[src/rtl/fix_tx_fifo.sv]
// fix_tx_fifo: message-framed FIX engine to TOE transmit buffer with hold register and show-ahead output.
// Define FIX_TX_STORE_FWD_EN for store-and-forward; otherwise bytes cut through as soon as committed.
module fix_tx_fifo #(
  parameter int DEPTH       = 512,
  parameter int AW          = $clog2(DEPTH),
  parameter int FULL_MARGIN = 4
) (
  input  logic          clk,
  input  logic          rst,
  input  logic          fifo_write_i,
  input  logic [7:0]    message_i,
  input  logic          end_i,
  output logic          fifo_full_o,
  output logic          tx_valid_o,
  output logic [7:0]    tx_data_o,
  output logic          tx_last_o,
  input  logic          tx_ready_i,
  output logic [AW:0]   msg_count_o,
  output logic          overflow_o
);
  logic [8:0]    r_mem [DEPTH];
  logic [AW-1:0] r_wr_ptr, r_rd_ptr;
  logic [AW:0]   r_count, r_msg_count;
  logic          r_hold_v, r_hold_l, r_tx_v, r_tx_l, r_full, r_ovf;
  logic [7:0]    r_hold_d, r_tx_d;
  logic          w_commit, w_commit_l, w_room, w_wr, w_acc, w_pop, w_rd_ok;
  logic [AW:0]   w_ram_n;
  logic [AW+1:0] w_occ;
  logic [8:0]    w_head;
  // r_count covers RAM plus the output register, so RAM never aliases full/empty.
  assign w_commit   = r_hold_v & (r_hold_l | fifo_write_i | end_i);
  assign w_commit_l = r_hold_l | (end_i & ~fifo_write_i);
  assign w_room     = r_count != (AW+1)'(DEPTH);
  assign w_wr       = w_commit & w_room;
  assign w_acc      = r_tx_v & tx_ready_i;
  assign w_ram_n    = r_count - {{AW{1'b0}}, r_tx_v};
  assign w_occ      = {1'b0, r_count} + {{(AW+1){1'b0}}, r_hold_v};
  assign w_head     = r_mem[r_rd_ptr];
  assign w_pop      = (~r_tx_v | tx_ready_i) & (w_ram_n != '0) & w_rd_ok;
`ifdef FIX_TX_STORE_FWD_EN
  logic r_mid;
  // A message already leaving via the output register is not counted as waiting.
  assign w_rd_ok = r_mid | (r_msg_count > {{AW{1'b0}}, r_tx_v & r_tx_l});
  always_ff @(posedge clk or posedge rst)
    if (rst) r_mid <= 1'b0;
    else if (w_pop) r_mid <= ~w_head[8];
`else
  assign w_rd_ok = 1'b1;
`endif
  always_ff @(posedge clk)
    if (w_wr) r_mem[r_wr_ptr] <= {w_commit_l, r_hold_d};
  always_ff @(posedge clk or posedge rst) begin
    if (rst) begin
      r_wr_ptr    <= '0;
      r_rd_ptr    <= '0;
      r_count     <= '0;
      r_msg_count <= '0;
      r_hold_v    <= 1'b0;
      r_hold_l    <= 1'b0;
      r_hold_d    <= '0;
      r_tx_v      <= 1'b0;
      r_tx_l      <= 1'b0;
      r_tx_d      <= '0;
      r_full      <= 1'b0;
      r_ovf       <= 1'b0;
    end else begin
      r_wr_ptr    <= r_wr_ptr + AW'(w_wr);
      r_rd_ptr    <= r_rd_ptr + AW'(w_pop);
      r_count     <= r_count + (AW+1)'(w_wr) - (AW+1)'(w_acc);
      r_msg_count <= r_msg_count + (AW+1)'(w_wr & w_commit_l) - (AW+1)'(w_acc & r_tx_l);
      r_full      <= w_occ >= (AW+2)'(DEPTH - FULL_MARGIN);
      r_ovf       <= r_ovf | (w_commit & ~w_room);
      if (fifo_write_i) begin
        r_hold_v <= 1'b1;
        r_hold_d <= message_i;
        r_hold_l <= end_i;
      end else if (w_commit) begin
        r_hold_v <= 1'b0;
        r_hold_l <= 1'b0;
      end
      if (w_pop) begin
        r_tx_v <= 1'b1;
        r_tx_d <= w_head[7:0];
        r_tx_l <= w_head[8];
      end else if (w_acc) begin
        r_tx_v <= 1'b0;
      end
    end
  end
  assign fifo_full_o = r_full;
  assign tx_valid_o  = r_tx_v;
  assign tx_data_o   = r_tx_d;
  assign tx_last_o   = r_tx_l;
  assign msg_count_o = r_msg_count;
  assign overflow_o  = r_ovf;
endmodule

[config.mk]
export PLATFORM = sky130hd
export DESIGN_NAME = fix_tx_fifo
export DESIGN_NICKNAME = d
export VERILOG_FILES = /design/src/rtl/fix_tx_fifo.sv
export SDC_FILE = /design/constraint.sdc
export NUM_CORES = 2
export LEC_CHECK = 0
export CORE_MARGIN = 3
export CORE_UTILIZATION = 55
export DETAILED_ROUTE_END_ITERATION = 10
export PLACE_DENSITY = 0.73
export SLEW_MARGIN = 0
export SYNTH_ARGS = -nofsm -noshare
export SYNTH_HDL_FRONTEND = slang
export SYNTH_MEMORY_MAX_BITS = 65536
export SYNTH_SLANG_ARGS = --single-unit
[constraint.sdc]
create_clock -name clk -period 23 [get_ports clk]
set_input_delay 4.6 -clock clk [delete_from_list [all_inputs] [get_ports clk]]
set_output_delay 4.6 -clock clk [all_outputs]
set_load 0.01 [all_outputs]
==> flow_metrics.py <==
metrics = {
    "cells_and_area": {
        "nNetsFinal": 8844,
        "final_common_cell": "edfxtp_1",
        "finalInstanceArea_um2": 202000,
        "fin_cells": 13500,
        "final_util_pct": 61.5,
        "final_cell_mix": "edfxtp_1 (4608), mux4_2 (1033), nor2_1 (606)",
        "drive_above_1_share_pct": 22.2,
        "syn2layout_area_growth_pct": 11.1,
    },
    "critical_path": {
        "slowest_stage": "nor3_1",
        "crit_type": "input port to flop",
        "reg2reg_setup_slack_ns": 15.61,
        "arrival_ns": 9.61,
        "required_ns": 23.59,
        "cpPeakStageDelay_ns": 0.89,
        "crit_chain": "clkdlybuf4s50_1 > inv_1 > a21boi_0 > nor2b_1 > inv_1 > nor3_1 > nand2_4 > buf_4 > nor2_1",
        "path_delay_family": "simple AND/OR/NAND/NOR gates",
        "critical_path_buf_inv_count": 4,
        "cp_max_fo": 17,
        "endpoint_kind": "flop",
        "cp_common_cell": "inv_1",
        "start_kind": "input port",
    },
    "global_routing": {
        "grt_antenna_before_repair": 31,
        "grt_overflow": 0,
        "grt_pass1_vias": 91500,
        "grt_usage_pct": 30.5,
        "grt_max_degree": 173,
        "grt_pass1_wl_mm": 727,
    },
    "drt": {
        "dr_total_vias": 94500,
        "drtIter0Drc": 16000,
        "wl_met1_mm": 180,
        "met3_length_mm": 75.1,
        "routed_wl_mm": 516,
        "top_layer": "met5",
        "vias_per_cell": 6.98,
        "first_pass_iters": 6,
        "drc": 0,
        "ant_nets": 0,
        "routedWlPerCell_um": 38.1,
        "wl_met2_mm": 232,
    },
    "cts": {
        "clk_path_buf_depth": 4,
        "clk_pin_slew_worst_paths_ns": 0.06,
        "cts_root_buffer": "clkbuf_16",
        "clock-sinks": 4668,
        "h-tree-depth": 5,
        "post-cts-setup-buffers": 0,
        "cts_resized": 0,
        "clock_latency_ns": 1.01,
        "cts_made_buffers": 435,
        "cts_tree": "yes",
        "hold_buffers": 0,
    },
    "timing": {
        "hold_slack_ns": 0.466,
        "fin_crit_sh_pct": 39.2,
        "hold_viol": 0,
        "setup_viol_count_final": 0,
        "finalCriticalPeriod_ns": 9.02,
        "fin_ws_ns": 13.98,
        "slew_headroom_pct": -9.05,
        "clock_skew_ns": 0.0752,
        "worst_pin_slew_ns": 1.63,
        "tns_ns": 0,
        "fmax_mhz": 111,
        "drv_slew": 4,
        "rsz0062_at_grt": "no",
    },
    "logic_synthesis": {
        "ys_seq_area_share_pct": 77.1,
        "synth-edff-count": 4608,
        "postSynthAreaPerCell_um2": 21.1,
        "yosysWarnings": 0,
        "netlist_instances": 8611,
        "syn_area_um2": 182000,
        "synth.distinct_cells": 83,
        "synth_seq_cells": 4668,
        "syn_nets": 8672,
        "ys.flop_type": "edfxtp_1",
        "async_flop_share_pct": 1.29,
    },
    "placed_design": {
        "place.gp.congestion": 0.953,
        "port_buffers": 34,
        "place_ws_ns": 13.18,
        "post_dp_cell_area_um2": 186000,
        "dp_hpwl_mm": 310,
        "dp.cells": 12700,
    },
    "min_path": {
        "hold_path.class": "flop to flop",
    },
    "die": {
        "ios": 35,
        "die_h_um": 580,
        "std_cell_rows": 210,
        "initial_core_util_pct": 55.4,
        "core_um2": 328000,
        "dieArea_um2": 337000,
        "die_x_um": 580,
    },
    "power": {
        "p_per_area_nw_per_um2": 119,
        "p_total_mw": 24.0,
        "vdd_drop_max_v": 0.000121,
        "total_leakage_power_nw": 63.1,
    },
    "status": {
        "status": "finished with violations",
        "violations": "capacitance limit, slew limit",
    },
    "job": {
        "drv_cap": 2,
    },
}
## sequential cells by signal (all words and copies together) (netlist names)
signal,cells
r_hold_l,1
r_count,10
r_rd_ptr,9
msg_count_o,10
tx_valid_o,1
tx_last_o,1
r_mem,4608
overflow_o,1
r_wr_ptr,9
r_hold_d,8
fifo_full_o,1
r_hold_v,1
tx_data_o,8
## power by group
| group | internal [mW] | total, mW | switching (mW) |
|---|---|---|---|
| sequential | 9.57 | 9.76 | 0.189 |
| clock | 4.34 | 7.58 | 3.24 |
| combinational | 2.47 | 6.63 | 4.16 |
## synth_stat cells, types with 60 or more instances
cell type | number | area [um2]
nor2_1 | 617 | 2320
nand2_1 | 248 | 931
mux4_2 | 1033 | 23300
edfxtp_1 | 4608 | 138000
buf_6 | 82 | 923
o21ai_0 | 63 | 315
buf_2 | 90 | 450
nand3_1 | 66 | 330
mux2i_1 | 381 | 3810
buf_4 | 77 | 578
dfrtp_1 | 60 | 1500
clkbuf_1 | 221 | 830
a21oi_1 | 124 | 621
a22oi_1 | 246 | 1850
## layer usage
layer  vias up  GRT usage [%]
met5         -              0
met4        22           14.3
met3      1218           9.83
met2      8257           44.8
met1     48800           42.1
li1      36300              -
## worst paths after layout
kind | to | depth (start not counted) | startpoint
hold reg to reg | overflow_o | 1 | overflow_o
setup / recovery | r_mem[380][0] | 9 | fifo_write_i
min in group asynchronous | r_hold_d[5] | 3 | rst
max in group asynchronous | r_rd_ptr[1] | 3 | rst
setup reg to reg | tx_last_o | 13 | r_rd_ptr[1]
hold / removal | overflow_o | 1 | overflow_o
## logic make-up after synthesis
logic type | share of synthesized area [%]
flip-flops | 77.1
multiplexers | 15.2
AND/OR/NAND/NOR | 2.68
AO/OA/AOI/OAI | 2.86
buffers and inverters | 1.69
adder cells (fa/ha/maj) | 0.339
XOR/XNOR | 0.174
## final cells by class
class	count	area, um2
sequential	4668	140000
fill	21700	126000
multi-input combinational	3408	38900
clock buffer	512	11300
tap	4346	5440
clock inverter	302	3910
timing repair buffer	235	2050
inverter	35	145
antenna	34	85.1
No activity file was read; power rests on OpenSTA's default activity.
